===== config.mk =====
export PLATFORM = sky130hd
export DESIGN_NAME = vram_writer
export DESIGN_NICKNAME = d
export VERILOG_FILES = /design/src/rtl/vram_pkg.sv /design/src/rtl/vram_wr_fifo.sv /design/src/rtl/vram_writer.sv
export SDC_FILE = /design/constraint.sdc
export NUM_CORES = 1
export LEC_CHECK = 0
export ABC_CLOCK_PERIOD_IN_PS = 7300
export BUFFER_PORTS_ARGS = -buffer_cell sky130_fd_sc_hd__buf_2
export CAP_MARGIN = 20
export CORE_ASPECT_RATIO = 1.5
export CORE_MARGIN = 1.5
export CORE_UTILIZATION = 40
export DETAILED_ROUTE_END_ITERATION = 12
export PLACE_DENSITY_LB_ADDON = 0.25
export SYNTH_ARGS = -nofsm -noshare
export SYNTH_HDL_FRONTEND = slang
export SYNTH_SLANG_ARGS = --single-unit

===== constraint.sdc =====
create_clock -name clk -period 7.3 [get_ports clk]
set_input_delay 1.46 -clock clk [delete_from_list [all_inputs] [get_ports clk]]
set_output_delay 1.46 -clock clk [all_outputs]
set_load 0.02 [all_outputs]

===== src/rtl/vram_pkg.sv =====
// Shared definitions for the VRAM write path.
//   VRAM_ADDR_W / VRAM_DATA_W / PIX_W : ZBT address, ZBT word and pixel widths
//   X_W / Y_W                         : input coordinate counter widths
//   state_e                           : writer frame state
//   fifo_entry_t                      : one queued write {addr, pixel}
//   pack_addr()                       : {y, x} address layout shared with the display reader
package vram_pkg;

  localparam int VRAM_ADDR_W = 19;
  localparam int VRAM_DATA_W = 36;
  localparam int PIX_W       = 30;
  localparam int X_W         = 11;
  localparam int Y_W         = 10;
  localparam int FIFO_W      = VRAM_ADDR_W + PIX_W;

  typedef enum logic [1:0] {
    ST_IDLE,
    ST_RUN,
    ST_FLUSH,
    ST_DONE
  } state_e;

  typedef struct packed {
    logic [VRAM_ADDR_W-1:0] addr;
    logic [PIX_W-1:0]       pix;
  } fifo_entry_t;

  function automatic logic [VRAM_ADDR_W-1:0] pack_addr(input logic [8:0] y,
                                                       input logic [9:0] x);
    return {y, x};
  endfunction

endpackage


===== src/rtl/vram_wr_fifo.sv =====
// Synchronous show-ahead FIFO buffering pixel writes until the arbiter
// grants a ZBT slot.
//   clk, rst_n      : clock, asynchronous active-low reset (empties the FIFO)
//   push, push_data : write request and entry; ignored when full unless a pop
//                     happens in the same cycle
//   pop, pop_data   : read request; pop_data always shows the head entry
//   full, empty     : occupancy flags
// DEPTH must be a power of two (>= 2).
module vram_wr_fifo #(
  parameter int DEPTH = 16,
  parameter int W     = 49
) (
  input  logic         clk,
  input  logic         rst_n,
  input  logic         push,
  input  logic [W-1:0] push_data,
  input  logic         pop,
  output logic [W-1:0] pop_data,
  output logic         full,
  output logic         empty
);

  localparam int AW = $clog2(DEPTH);

  logic [AW:0]  wr_ptr_q, wr_ptr_d;
  logic [AW:0]  rd_ptr_q, rd_ptr_d;
  logic [W-1:0] mem_q [DEPTH];
  logic         do_push, do_pop;

  // Pointers carry one extra wrap bit so full and empty are distinguishable.
  always_comb begin
    empty    = (wr_ptr_q == rd_ptr_q);
    full     = (wr_ptr_q[AW] != rd_ptr_q[AW]) &&
               (wr_ptr_q[AW-1:0] == rd_ptr_q[AW-1:0]);
    do_pop   = pop && !empty;
    // A pop in the same cycle frees the slot the push needs.
    do_push  = push && (!full || do_pop);
    wr_ptr_d = do_push ? wr_ptr_q + (AW+1)'(1) : wr_ptr_q;
    rd_ptr_d = do_pop  ? rd_ptr_q + (AW+1)'(1) : rd_ptr_q;
    pop_data = mem_q[rd_ptr_q[AW-1:0]];
  end

  always_ff @(posedge clk or negedge rst_n) begin
    if (!rst_n) begin
      wr_ptr_q <= '0;
      rd_ptr_q <= '0;
    end else begin
      wr_ptr_q <= wr_ptr_d;
      rd_ptr_q <= rd_ptr_d;
    end
  end

  always_ff @(posedge clk) begin
    if (do_push) mem_q[wr_ptr_q[AW-1:0]] <= push_data;
  end

endmodule


===== src/rtl/vram_writer.sv =====
// Writes a non-stallable pixel stream into ZBT VRAM using arbiter-granted
// write slots, buffering pixels in a small FIFO between grants.
//   clk, reset        : clock; asynchronous active-low reset
//   pix_valid/_data   : pixel stream (three 10-bit components), no backpressure
//   pix_sof, pix_eol  : frame start / line end qualifiers of pix_valid
//   wr_slot           : grant; the ZBT port is free for one write next cycle
//   vram_addr         : {y[8:0], x[9:0]}
//   vram_write_data   : {6'd0, pixel}
//   vram_we           : one-cycle write strobe per word
//   busy              : state is not IDLE
//   frame_done        : one-cycle pulse once the last frame word is written
//   ovf_count         : saturating dropped-pixel count, cleared on sof
// Build option: define VRAM_WRITER_OVF_CNT_EN to include the overflow
// counter; otherwise ovf_count is tied to zero.
module vram_writer
  import vram_pkg::*;
#(
  parameter int WIDTH      = 640,
  parameter int HEIGHT     = 480,
  parameter int FIFO_DEPTH = 16
) (
  input  logic                   clk,
  input  logic                   reset,
  input  logic                   pix_valid,
  input  logic [PIX_W-1:0]       pix_data,
  input  logic                   pix_sof,
  input  logic                   pix_eol,
  input  logic                   wr_slot,
  output logic [VRAM_ADDR_W-1:0] vram_addr,
  output logic [VRAM_DATA_W-1:0] vram_write_data,
  output logic                   vram_we,
  output logic                   busy,
  output logic                   frame_done,
  output logic [15:0]            ovf_count
);

  localparam logic [X_W-1:0] X_LIM  = X_W'(WIDTH);
  localparam logic [Y_W-1:0] Y_LIM  = Y_W'(HEIGHT);
  localparam logic [X_W-1:0] X_LAST = X_W'(WIDTH - 1);
  localparam logic [Y_W-1:0] Y_LAST = Y_W'(HEIGHT - 1);

  state_e state_q, state_d;

  logic [X_W-1:0] x_q, x_d, x_cur;
  logic [Y_W-1:0] y_q, y_d, y_cur;

  logic [VRAM_ADDR_W-1:0] vram_addr_q, vram_addr_d;
  logic [VRAM_DATA_W-1:0] vram_data_q, vram_data_d;
  logic                   vram_we_q, vram_we_d;

  logic        sof_v, eff_run, in_win, want_push, push, pop, last_pix;
  logic        fifo_full, fifo_empty;
  fifo_entry_t push_entry, pop_entry;

  // ---------------------------------------------------------------------------
  // Coordinate tracking and FIFO push/pop decisions
  // ---------------------------------------------------------------------------
  always_comb begin
    sof_v = pix_valid && pix_sof;
    // x_q/y_q hold the coordinate of the next expected pixel; sof forces (0,0).
    x_cur = sof_v ? '0 : x_q;
    y_cur = sof_v ? '0 : y_q;
    // A sof pixel already belongs to the new frame's RUN period.
    eff_run   = sof_v || (state_q == ST_RUN);
    in_win    = (x_cur < X_LIM) && (y_cur < Y_LIM);
    want_push = pix_valid && eff_run && in_win;
    pop       = wr_slot && !fifo_empty;
    push      = want_push && (!fifo_full || pop);
    last_pix  = pix_valid && eff_run && (x_cur == X_LAST) && (y_cur == Y_LAST);

    push_entry.addr = pack_addr(y_cur[8:0], x_cur[9:0]);
    push_entry.pix  = pix_data;

    x_d = x_q;
    y_d = y_q;
    if (pix_valid) begin
      if (pix_eol) begin
        x_d = '0;
        y_d = (y_cur == '1) ? y_cur : y_cur + Y_W'(1);
      end else begin
        x_d = (x_cur == '1) ? x_cur : x_cur + X_W'(1);
        y_d = y_cur;
      end
    end
  end

  always_ff @(posedge clk or negedge reset) begin
    if (!reset) begin
      x_q <= '0;
      y_q <= '0;
    end else begin
      x_q <= x_d;
      y_q <= y_d;
    end
  end

  vram_wr_fifo #(
    .DEPTH (FIFO_DEPTH),
    .W     (FIFO_W)
  ) u_fifo (
    .clk       (clk),
    .rst_n     (reset),
    .push      (push),
    .push_data (push_entry),
    .pop       (pop),
    .pop_data  (pop_entry),
    .full      (fifo_full),
    .empty     (fifo_empty)
  );

  // ---------------------------------------------------------------------------
  // ZBT write port: one registered write per granted pop
  // ---------------------------------------------------------------------------
  always_comb begin
    vram_we_d   = pop;
    vram_addr_d = pop ? pop_entry.addr : vram_addr_q;
    vram_data_d = pop ? {6'd0, pop_entry.pix} : vram_data_q;
  end

  always_ff @(posedge clk or negedge reset) begin
    if (!reset) begin
      vram_we_q   <= 1'b0;
      vram_addr_q <= '0;
      vram_data_q <= '0;
    end else begin
      vram_we_q   <= vram_we_d;
      vram_addr_q <= vram_addr_d;
      vram_data_q <= vram_data_d;
    end
  end

  assign vram_we         = vram_we_q;
  assign vram_addr       = vram_addr_q;
  assign vram_write_data = vram_data_q;

  // ---------------------------------------------------------------------------
  // Frame FSM
  // ---------------------------------------------------------------------------
  always_ff @(posedge clk or negedge reset) begin
    if (!reset) state_q <= ST_IDLE;
    else        state_q <= state_d;
  end

  always_comb begin
    state_d = state_q;
    if (last_pix) begin
      state_d = ST_FLUSH;
    end else if (sof_v) begin
      // Restarting from FLUSH keeps queued old-frame entries; they drain first.
      state_d = ST_RUN;
    end else begin
      unique case (state_q)
        ST_IDLE:  state_d = ST_IDLE;
        ST_RUN:   state_d = ST_RUN;
        // Wait for the final registered write cycle to finish as well.
        ST_FLUSH: if (fifo_empty && !vram_we_q) state_d = ST_DONE;
        ST_DONE:  state_d = ST_IDLE;
        default:  state_d = ST_IDLE;
      endcase
    end
  end

  always_comb begin
    busy       = (state_q != ST_IDLE);
    frame_done = (state_q == ST_DONE);
  end

  // ---------------------------------------------------------------------------
  // Overflow counter
  // ---------------------------------------------------------------------------
`ifdef VRAM_WRITER_OVF_CNT_EN
  logic        drop;
  logic [15:0] ovf_q, ovf_d;

  always_comb begin
    drop  = want_push && fifo_full && !pop;
    ovf_d = ovf_q;
    if (sof_v) begin
      ovf_d = drop ? 16'd1 : '0;
    end else if (drop && (ovf_q != '1)) begin
      ovf_d = ovf_q + 16'd1;
    end
  end

  always_ff @(posedge clk or negedge reset) begin
    if (!reset) ovf_q <= '0;
    else        ovf_q <= ovf_d;
  end

  assign ovf_count = ovf_q;
`else
  assign ovf_count = '0;
`endif

endmodule


Word-level counts from Yosys, hierarchy flattened
Memories as Yosys holds them, arrays and structs flattened. A register that Yosys moved wholly into a read port is not among the register bits.
Cells that the tools add are included.

storage, ports and cells
  memories = 1
  flip-flop bits (word level) = 34
  input port bits = 36
  memory bits (writable) = 784

operators by class
  add/sub/neg operators = 4
  equality and inequality tests = 11
  muxes and demuxes = 12
  reductions and logical operators = 22
  order comparisons = 2

memory list
  name          words  bits a word  rd ports  clocked after Yosys merged registers in  wr ports  RTL line            source
  u_fifo.mem_q  16     49           1         1                                        1         vram_wr_fifo.sv:27  logic [W-1:0] mem_q [DEPTH];

operators by type and width
  operator                                                                        count
  11-bit two-way mux                                                              3
  10-bit two-way mux                                                              3
  1-bit logical AND                                                               12
  11-bit by 1-bit adder with 11-bit output, second input constant                 1
  11-bit by 10-bit equality test with 1-bit output, second input constant         1
  11-bit equality test, second input constant                                     1
  11-bit by 10-bit less-than comparator with 1-bit output, second input constant  1
  10-bit by 1-bit adder with 10-bit output, second input constant                 1
  5-bit by 1-bit adder with 5-bit output, second input constant                   2
  10-bit equality test, second input constant                                     1
  10-bit by 9-bit equality test with 1-bit output, second input constant          1
  10-bit by 9-bit less-than comparator with 1-bit output, second input constant   1
  2-bit two-way mux                                                               3
  2-bit case mux with 3 select lines                                              1
  5-bit equality test                                                             1
  2-bit equality test, second input constant                                      2
  4-bit equality test                                                             1
  1-bit logical NOT                                                               4
  4-bit inequality test, second input constant                                    1
  1-bit logical OR                                                                3
  2-bit by 1-bit equality test with 1-bit output, second input constant           1
  2-bit logical NOT                                                               1
  1-bit two-way mux                                                               2
  2-bit nonzero test                                                              1
  2 further kinds                                                                 2

Logic depth before layout (Yosys ltp)
Gate-level depths: netlist of the first run.

  word-level depth = 9
  gate-level depth with buffers = 10
  mapped depth without buffers = 8

Modules after synthesis
A second synthesis of the first run with hierarchy kept.

second synthesis, totals
  cell total of the unflattened synthesis = 1589
  area total of the unflattened synthesis = 33568.4 um2

by module, submodules not included
  module        cells each  seq. area each (um2)  area each (um2)  times used
  vram_wr_fifo  1267        23792.8               29966.2          1
  vram_writer   322         1826.8                3602.2           1

Worst setup path before layout of the first run
Ideal clock, no wire load.

  path type = input to register
  start point = in pix_sof
  end point = mem u_fifo.mem_q[3][0], enable pin
  path slack = 0.881 ns
  data arrival time = 5.903 ns
  cell stages on the path = 7
  cells stage by stage = buf_2 and2_1 buf_2 nor3_1 a221oi_4 nand2_1 nor3_1

between the ends
  longest elaborated chain between the ends = 9

RTL lines
  element                                                                                                                            RTL line                              source
  from (decl)                                                                                                                        vram_writer.sv:26                     input logic pix_sof,
  1-bit logical AND (*)                                                                                                              vram_writer.sv:59                     sof_v = pix_valid && pix_sof;
  11-bit two-way mux or 10-bit two-way mux (tied branches)                                                                           vram_writer.sv:61, vram_writer.sv:62
  11-bit by 10-bit less-than comparator with 1-bit output or 10-bit by 9-bit less-than comparator with 1-bit output (tied branches)  vram_writer.sv:65                     in_win = (x_cur < X_LIM) && (y_cur < Y_LIM);
  1-bit logical AND                                                                                                                  vram_writer.sv:65
  1-bit logical AND (*)                                                                                                              vram_writer.sv:66                     want_push = pix_valid && eff_run && in_win;
  1-bit logical AND (*)                                                                                                              vram_writer.sv:68                     push = want_push && (!fifo_full || pop);
  1-bit logical AND (*)                                                                                                              vram_wr_fifo.sv:37                    do_push = push && (!full || do_pop);
  1-bit two-way mux (*)                                                                                                              vram_wr_fifo.sv:54                    if (do_push) mem_q[wr_ptr_q[AW-1:0]] <= push_data;
  1-bit two-way mux (implied by the code) (*)                                                                                        vram_wr_fifo.sv:54
  to (decl)                                                                                                                          vram_wr_fifo.sv:27

Mark *: on every way between the ends. The rest lies on a longest branch, timed or not.

Worst setup path after layout of the first run
  start point = in pix_valid
  end point = mem u_fifo.mem_q[13][27], enable pin

between the ends
  longest elaborated chain between the ends = 9

RTL lines
  element                                                                                                                            RTL line                              source
  from (decl)                                                                                                                        vram_writer.sv:24                     input logic pix_valid,
  1-bit logical AND                                                                                                                  vram_writer.sv:59
  11-bit two-way mux or 10-bit two-way mux (tied branches)                                                                           vram_writer.sv:61, vram_writer.sv:62
  11-bit by 10-bit less-than comparator with 1-bit output or 10-bit by 9-bit less-than comparator with 1-bit output (tied branches)  vram_writer.sv:65
  1-bit logical AND                                                                                                                  vram_writer.sv:65
  1-bit logical AND (*)                                                                                                              vram_writer.sv:66
  1-bit logical AND (*)                                                                                                              vram_writer.sv:68
  1-bit logical AND (*)                                                                                                              vram_wr_fifo.sv:37
  1-bit two-way mux (*)                                                                                                              vram_wr_fifo.sv:54
  1-bit two-way mux (implied by the code) (*)                                                                                        vram_wr_fifo.sv:54

Marked as above.

==> results of run 1 <==
where the power goes:
part	total (mW)	switching [mW]	internal, mW
Combinational	3.70	2.13	1.57
Clock	4.38	1.82	2.56
Sequential	6.36	0.333	6.03
layout make-up:
class                      instances  area, um2  area share
clock inverter                    43        608      0.0160
tap                             1113       1390      0.0367
clock buffer                     102       2140      0.0565
timing repair buffer             127        817      0.0215
inverter                          14       52.6     0.00139
sequential                       867      25600       0.676
multi-input combinational        612       7300       0.192
critical path, delay by kind of cell:
family,cells,cell delay [ns]
buf+inv,2,0.92
simple gates,3,1.52
compound gates,2,0.68
Yosys cell counts (3+ instances only):
master	n	area, um2
and2_1	16	100
edfxtp_1	784	23500
nand3_1	8	40.0
buf_4	26	195
a21oi_1	57	285
clkbuf_1	33	124
nand4_1	7	43.8
dfrtp_1	83	2080
buf_2	32	160
o21ai_0	10	50.1
nor4_1	3	18.8
nand2_1	26	97.6
a22oi_1	99	743
buf_1	3	11.3
nor2b_1	4	25.0
nor3_1	13	65.1
nor2_1	27	101
xnor2_1	14	123
a21o_1	51	383
inv_1	13	48.8
buf_6	12	135
a31oi_1	4	25.0
mux4_2	196	4410
ha_1	12	150
xor2_1	4	35.0
worst paths after layout:
kind                                             end  slack, ns           startpoint  depth (start not counted)
worst min-delay path             vram_write_data[27]       0.47  vram_write_data[27]                          1
max in group asynchronous         u_fifo.rd_ptr_q[1]       5.27                reset                          2
worst max-delay path            u_fifo.mem_q[13][27]       2.94            pix_valid                          7
worst max register to register  u_fifo.mem_q[13][27]       3.45   u_fifo.rd_ptr_q[1]                          6
min in group asynchronous               vram_addr[1]       0.82                reset                          1
worst min register to register   vram_write_data[27]       0.47  vram_write_data[27]                          1
state kept, by name, summed over array words and instances, names as in the netlist, 2 cells and up:
| register | cells |
|---|---|
| x_q | 11 |
| u_fifo.wr_ptr_q | 5 |
| vram_write_data | 30 |
| u_fifo.rd_ptr_q | 5 |
| u_fifo.mem_q | 784 |
| vram_addr | 19 |
| y_q | 10 |
| state_q | 2 |
routing by layer:
| layer | up-vias | routed length [um] | global-route usage | part of all wire |
|---|---|---|---|---|
| met1 | 8371 | 29900 | 0.228 | 0.40 |
| met4 | 4 | 1820 | 0.0566 | 0.024 |
| met3 | 101 | 3770 | 0.0316 | 0.050 |
| li1 | 6764 | - | - | - |
| met2 | 456 | 40200 | 0.319 | 0.53 |
| met5 | - | 27 | 0 | 0.00036 |
metrics by stage:
step | hold WS, ns | utilization | setup slack (ns) | std cells | power (mW)
finish | 0.473 | 0.459 | 2.94 | 2878 | 14.4
global route | 0.497 | 0.459 | 2.70 | 2878 | 15.1
CTS | 0.475 | 0.459 | 2.79 | 2876 | 14.7
detailed placement | 0.461 | 0.425 | 2.13 | 2731 | 10.3
global placement | 0.455 | 0.424 | 2.24 | 2726 | 10.2
floorplan | 0.472 | - | 0.881 | 1599 | 9.05
cell families after synthesis:
group | share of synthesized area
DFF | 0.768
muxes | 0.133
and+or+nand+nor | 0.0183
AOI/OAI and AO/OA | 0.0508
other | 0.000112
xor gates and xnor gates | 0.00521
buffers and inverters | 0.0203
adders and majority gates | 0.00450
==> impl_metrics.yaml, run 1 <==
outcome:
  status: "complete, no violations"
placed_design:
  gp_routability_congestion: 0.773
  dp_hpwl_um: 44000
  place_area_mm2: 0.0352
  numPortBuffers: 87
yosys:
  ys_warn_count: 0
  synth_area_mm2: 0.0334
  synthArstFlopShare: 0.0957
  synth_flop_cell: "edfxtp_1"
  ys_ff_latch: 867
  synthCells: 1578
  synth_edf_count: 784
  synth_seq_area_share: 0.768
  synth_cell_types: 57
  avgSynthCellArea_um2: 21.2
worst_setup_path:
  path_class: "in2reg"
  slowest_stage: "nor2_4"
  crit_path_frequent_cell: "nand2_1"
  crit_path_max_fanout: 26
  endpoint_kind: "flip-flop"
  max_stage_delay_ns: 0.72
  startpoint_type: "primary input"
  path_cells: "buf_2 > nand2_1 > o31a_1 > a221oi_4 > nand2_1 > nor2_4 > buf_4"
  arrival_ns: 4.62
  required_ns: 7.56
final_layout:
  layout_common_cells: "edfxtp_1 (784), mux4_2 (196), a22oi_1 (99)"
  syn2layout_area_growth_pct: 13.7
  n_fill_cell: 6935
  nets: 1748
  drive_above_1_share: 0.270
  stdcell_area_mm2: 0.0379
  final_common_cell: "edfxtp_1"
  antenna_cells: 0
min_path:
  hold_path.class: "reg2reg"
power_and_ir_drop:
  peakVddDrop_mv: 0.291
  leakagePower_nw: 12.7
  power.density_mw_per_mm2: 380
global_routing:
  grt_pass1_wl_um: 112000
  gr-total-overflow: 0
  first_global_vias: 16900
  antenna_found_initial: 3
  grt_util_all_layers: 0.181
  grt_max_degree: 100
clock_network:
  cts_tree: "done"
  cts_hold_buf: 0
  root_buffer: "clkbuf_16"
  htree_levels: 3
  path_clk_slew_ns: 0.06
  clock_path_buffers: 3
  clock_latency_ns: 0.64
  postCtsSetupRepairBufs: 0
  cts-buffers-inserted: 78
  post_cts_resized: 0
  cts_sinks: 867
drt:
  wl_per_cell_um: 26.3
  drcViolationCount: 0
  ant_nets: 0
  viasPerCell: 5.45
  num_vias: 15700
  drtPass1Iterations: 5
  initialDrtViolationCount: 1185
  wirelength_um: 75700
timing:
  maxSlewViolCount: 0
  finalCritPeriodShare: 0.597
  fmax_ghz: 0.229
  setup_viol: 0
  worst_pin_slew_ns: 0.970
  fin_setup_tns_ns: 0
  grt_setup_unrepaired: "false"
  relSlewSlack: 0.351
  hold_viol_final: 0
  finClkSkew_ns: 0.0277
  fin_crit_ns: 4.36
floorplanning:
  io_pins: 110
  die_area_mm2: 0.0852
  start_util: 0.404
  die_w_um: 239
  die_height_um: 357
  coreArea_mm2: 0.0826
  core.rowCount: 129
flow_run:
  cap_violations: 0
No activity file was read; power rests on OpenSTA's default activity.
==> run 2: changes to the inputs <==
ABC_CLOCK_PERIOD_IN_PS = 3550   (was 7300)
clock period = 3.55 ns   (was 7.3 ns; I/O delays follow)
==> run 2 against run 1 <==
Sequential share of layout area shrank 0.93 points. Register-to-register slack lost 2.9 ns. Largest power group unchanged. Total power increased by 110%. Largest cell class unchanged. Sequential cell count unchanged. Sequential power up 100%. Critical path type is now reg2reg. Highest routed layer is now met4. Clock skew down 0.0013 ns. Combinational power rose by 130%. Die area unchanged.
==> impl_metrics.yaml, run 2 (same netlist as run 1, synthesis figures left out) <==
worst_setup_path:
  endpoint_kind: "flip-flop"
  critPathBufInv: 1
  required_ns: 3.87
  arrival_ns: 3.34
  crit_path_max_fanout: 38
  startpoint_type: "flip-flop"
  path_delay_family: "simple AND/OR/NAND/NOR gates"
  path_class: "reg2reg"
  slowest_stage: "dfrtp_1"
  max_stage_delay_ns: 0.74
  path_cells: "xnor2_1 > and4_4 > a221oi_4 > nand2_1 > nor3_4 > buf_12"
clock_network:
  cts_tree: "done"
  path_clk_slew_ns: 0.06
  cts-buffers-inserted: 81
  clock_path_buffers: 3
  htree_levels: 3
  cts_hold_buf: 1
  clock_latency_ns: 0.65
  root_buffer: "clkbuf_16"
  cts_sinks: 867
  postCtsSetupRepairBufs: 0
  post_cts_resized: 0
timing:
  hold-worst-slack_ns: 0.446
  worst_pin_slew_ns: 0.759
  fmax_ghz: 0.330
  maxSlewViolCount: 0
  finClkSkew_ns: 0.0264
  hold_viol_final: 0
  grt_setup_unrepaired: "false"
  fin_crit_ns: 3.03
  setup_viol: 0
  relSlewSlack: 0.494
  finalCritPeriodShare: 0.853
outcome:
  status: "complete, no violations"
drt:
  viasPerCell: 5.44
  num_vias: 15900
  drcViolationCount: 0
  initialDrtViolationCount: 1376
  ant_nets: 0
  wirelength_um: 78700
  wl_per_cell_um: 26.9
  drtPass1Iterations: 6
final_layout:
  nets: 1787
  n_fill_cell: 6899
  layout_common_cells: "edfxtp_1 (784), mux4_2 (196), a22oi_1 (99)"
  largest_register_ffs: 784
  drive_above_1_share: 0.290
  final_common_cell: "edfxtp_1"
  syn2layout_area_growth_pct: 15.2
  final_core_util: 0.465
min_path:
  hold_path.class: "in2reg"
floorplanning:
  die_height_um: 357
  die_w_um: 239
  core.rowCount: 129
  die_area_mm2: 0.0852
  coreArea_mm2: 0.0826
  start_util: 0.404
  io_pins: 110
placed_design:
  numPortBuffers: 87
  gp_routability_congestion: 0.798
  dp_hpwl_um: 48400
global_routing:
  first_global_vias: 16800
  antenna_found_initial: 1
  gr-total-overflow: 0
  grt_util_all_layers: 0.189
  grt_max_degree: 84
  grt_pass1_wl_um: 116000
power_and_ir_drop:
  power.density_mw_per_mm2: 785
  peakVddDrop_mv: 0.489
  leakagePower_nw: 12.9
flow_run:
  cap_violations: 0
[run 2: cell count changes in the layout (fill, tap and decap cells not counted), moves of 2 or more]
cell	delta
buf_12	+20
buf_4	+16
clkinv_2	+11
clkbuf_1	-7
bufinv_16	-4
clkinv_4	+4
nor3_2	-4
nor3_4	+4
inv_16	+3
clkinvlp_4	-2
[run 2: metal layers]
layer / part of all wire / track usage / up-vias
met3: 0.039 / 0.0234 / 114
li1: - / - / 6843
met5: 0 / 0 / -
met1: 0.38 / 0.228 / 8521
met4: 0.024 / 0.0582 / 0
met2: 0.55 / 0.349 / 403
[run 2: worst paths after layout]
check,cells after the start,startpoint,slack [ns],to
worst min-delay path,2,pix_valid,0.45,y_q[8]
max in group asynchronous,3,reset,2.39,vram_write_data[29]
min in group asynchronous,2,reset,0.47,u_fifo.rd_ptr_q[1]
worst max-delay path,6,u_fifo.wr_ptr_q[2],0.52,u_fifo.mem_q[2][12]
worst max register to register,6,u_fifo.wr_ptr_q[2],0.52,u_fifo.mem_q[2][12]
worst min register to register,1,vram_addr[7],0.47,vram_addr[7]
[run 2: worst reg2reg max path, stage by stage, from the launching register on]
cell	delay (ns)
dfrtp_1	0.74
xnor2_1	0.19
and4_4	0.26
a221oi_4	0.50
nand2_1	0.36
nor3_4	0.32
buf_12	0.29
[run 2: final cells by class]
class / instances / area (um2) / area share
Antenna cell: 1 / 2.50 / 0.0000651
Clock buffer: 96 / 2140 / 0.0557
Clock inverter: 53 / 589 / 0.0153
Inverter: 14 / 52.6 / 0.00137
Multi-Input combinational cell: 612 / 7320 / 0.190
Sequential cell: 867 / 25600 / 0.666
Tap cell: 1113 / 1390 / 0.0362
Timing Repair Buffer: 163 / 1340 / 0.0347
[run 2: stage by stage]
stage	area [um2]	cells	setup TNS, ns	setup slack [ns]	total power, mW
floorplan	33500	1599	-396.81	-0.807	18.6
global placement	35700	2768	0	0.469	21.6
detailed placement	35700	2768	0	0.433	21.7
CTS	38500	2918	0	0.506	30.7
global route	38500	2918	0	0.361	31.5
finish	38500	2919	0	0.523	30.2
[run 2: power by group]
| group | internal, mW | switching (mW) |
|---|---|---|
| combinational | 3.55 | 4.94 |
| clock | 5.04 | 3.87 |
| sequential | 12.4 | 0.423 |
| total | 21.0 | 9.23 |
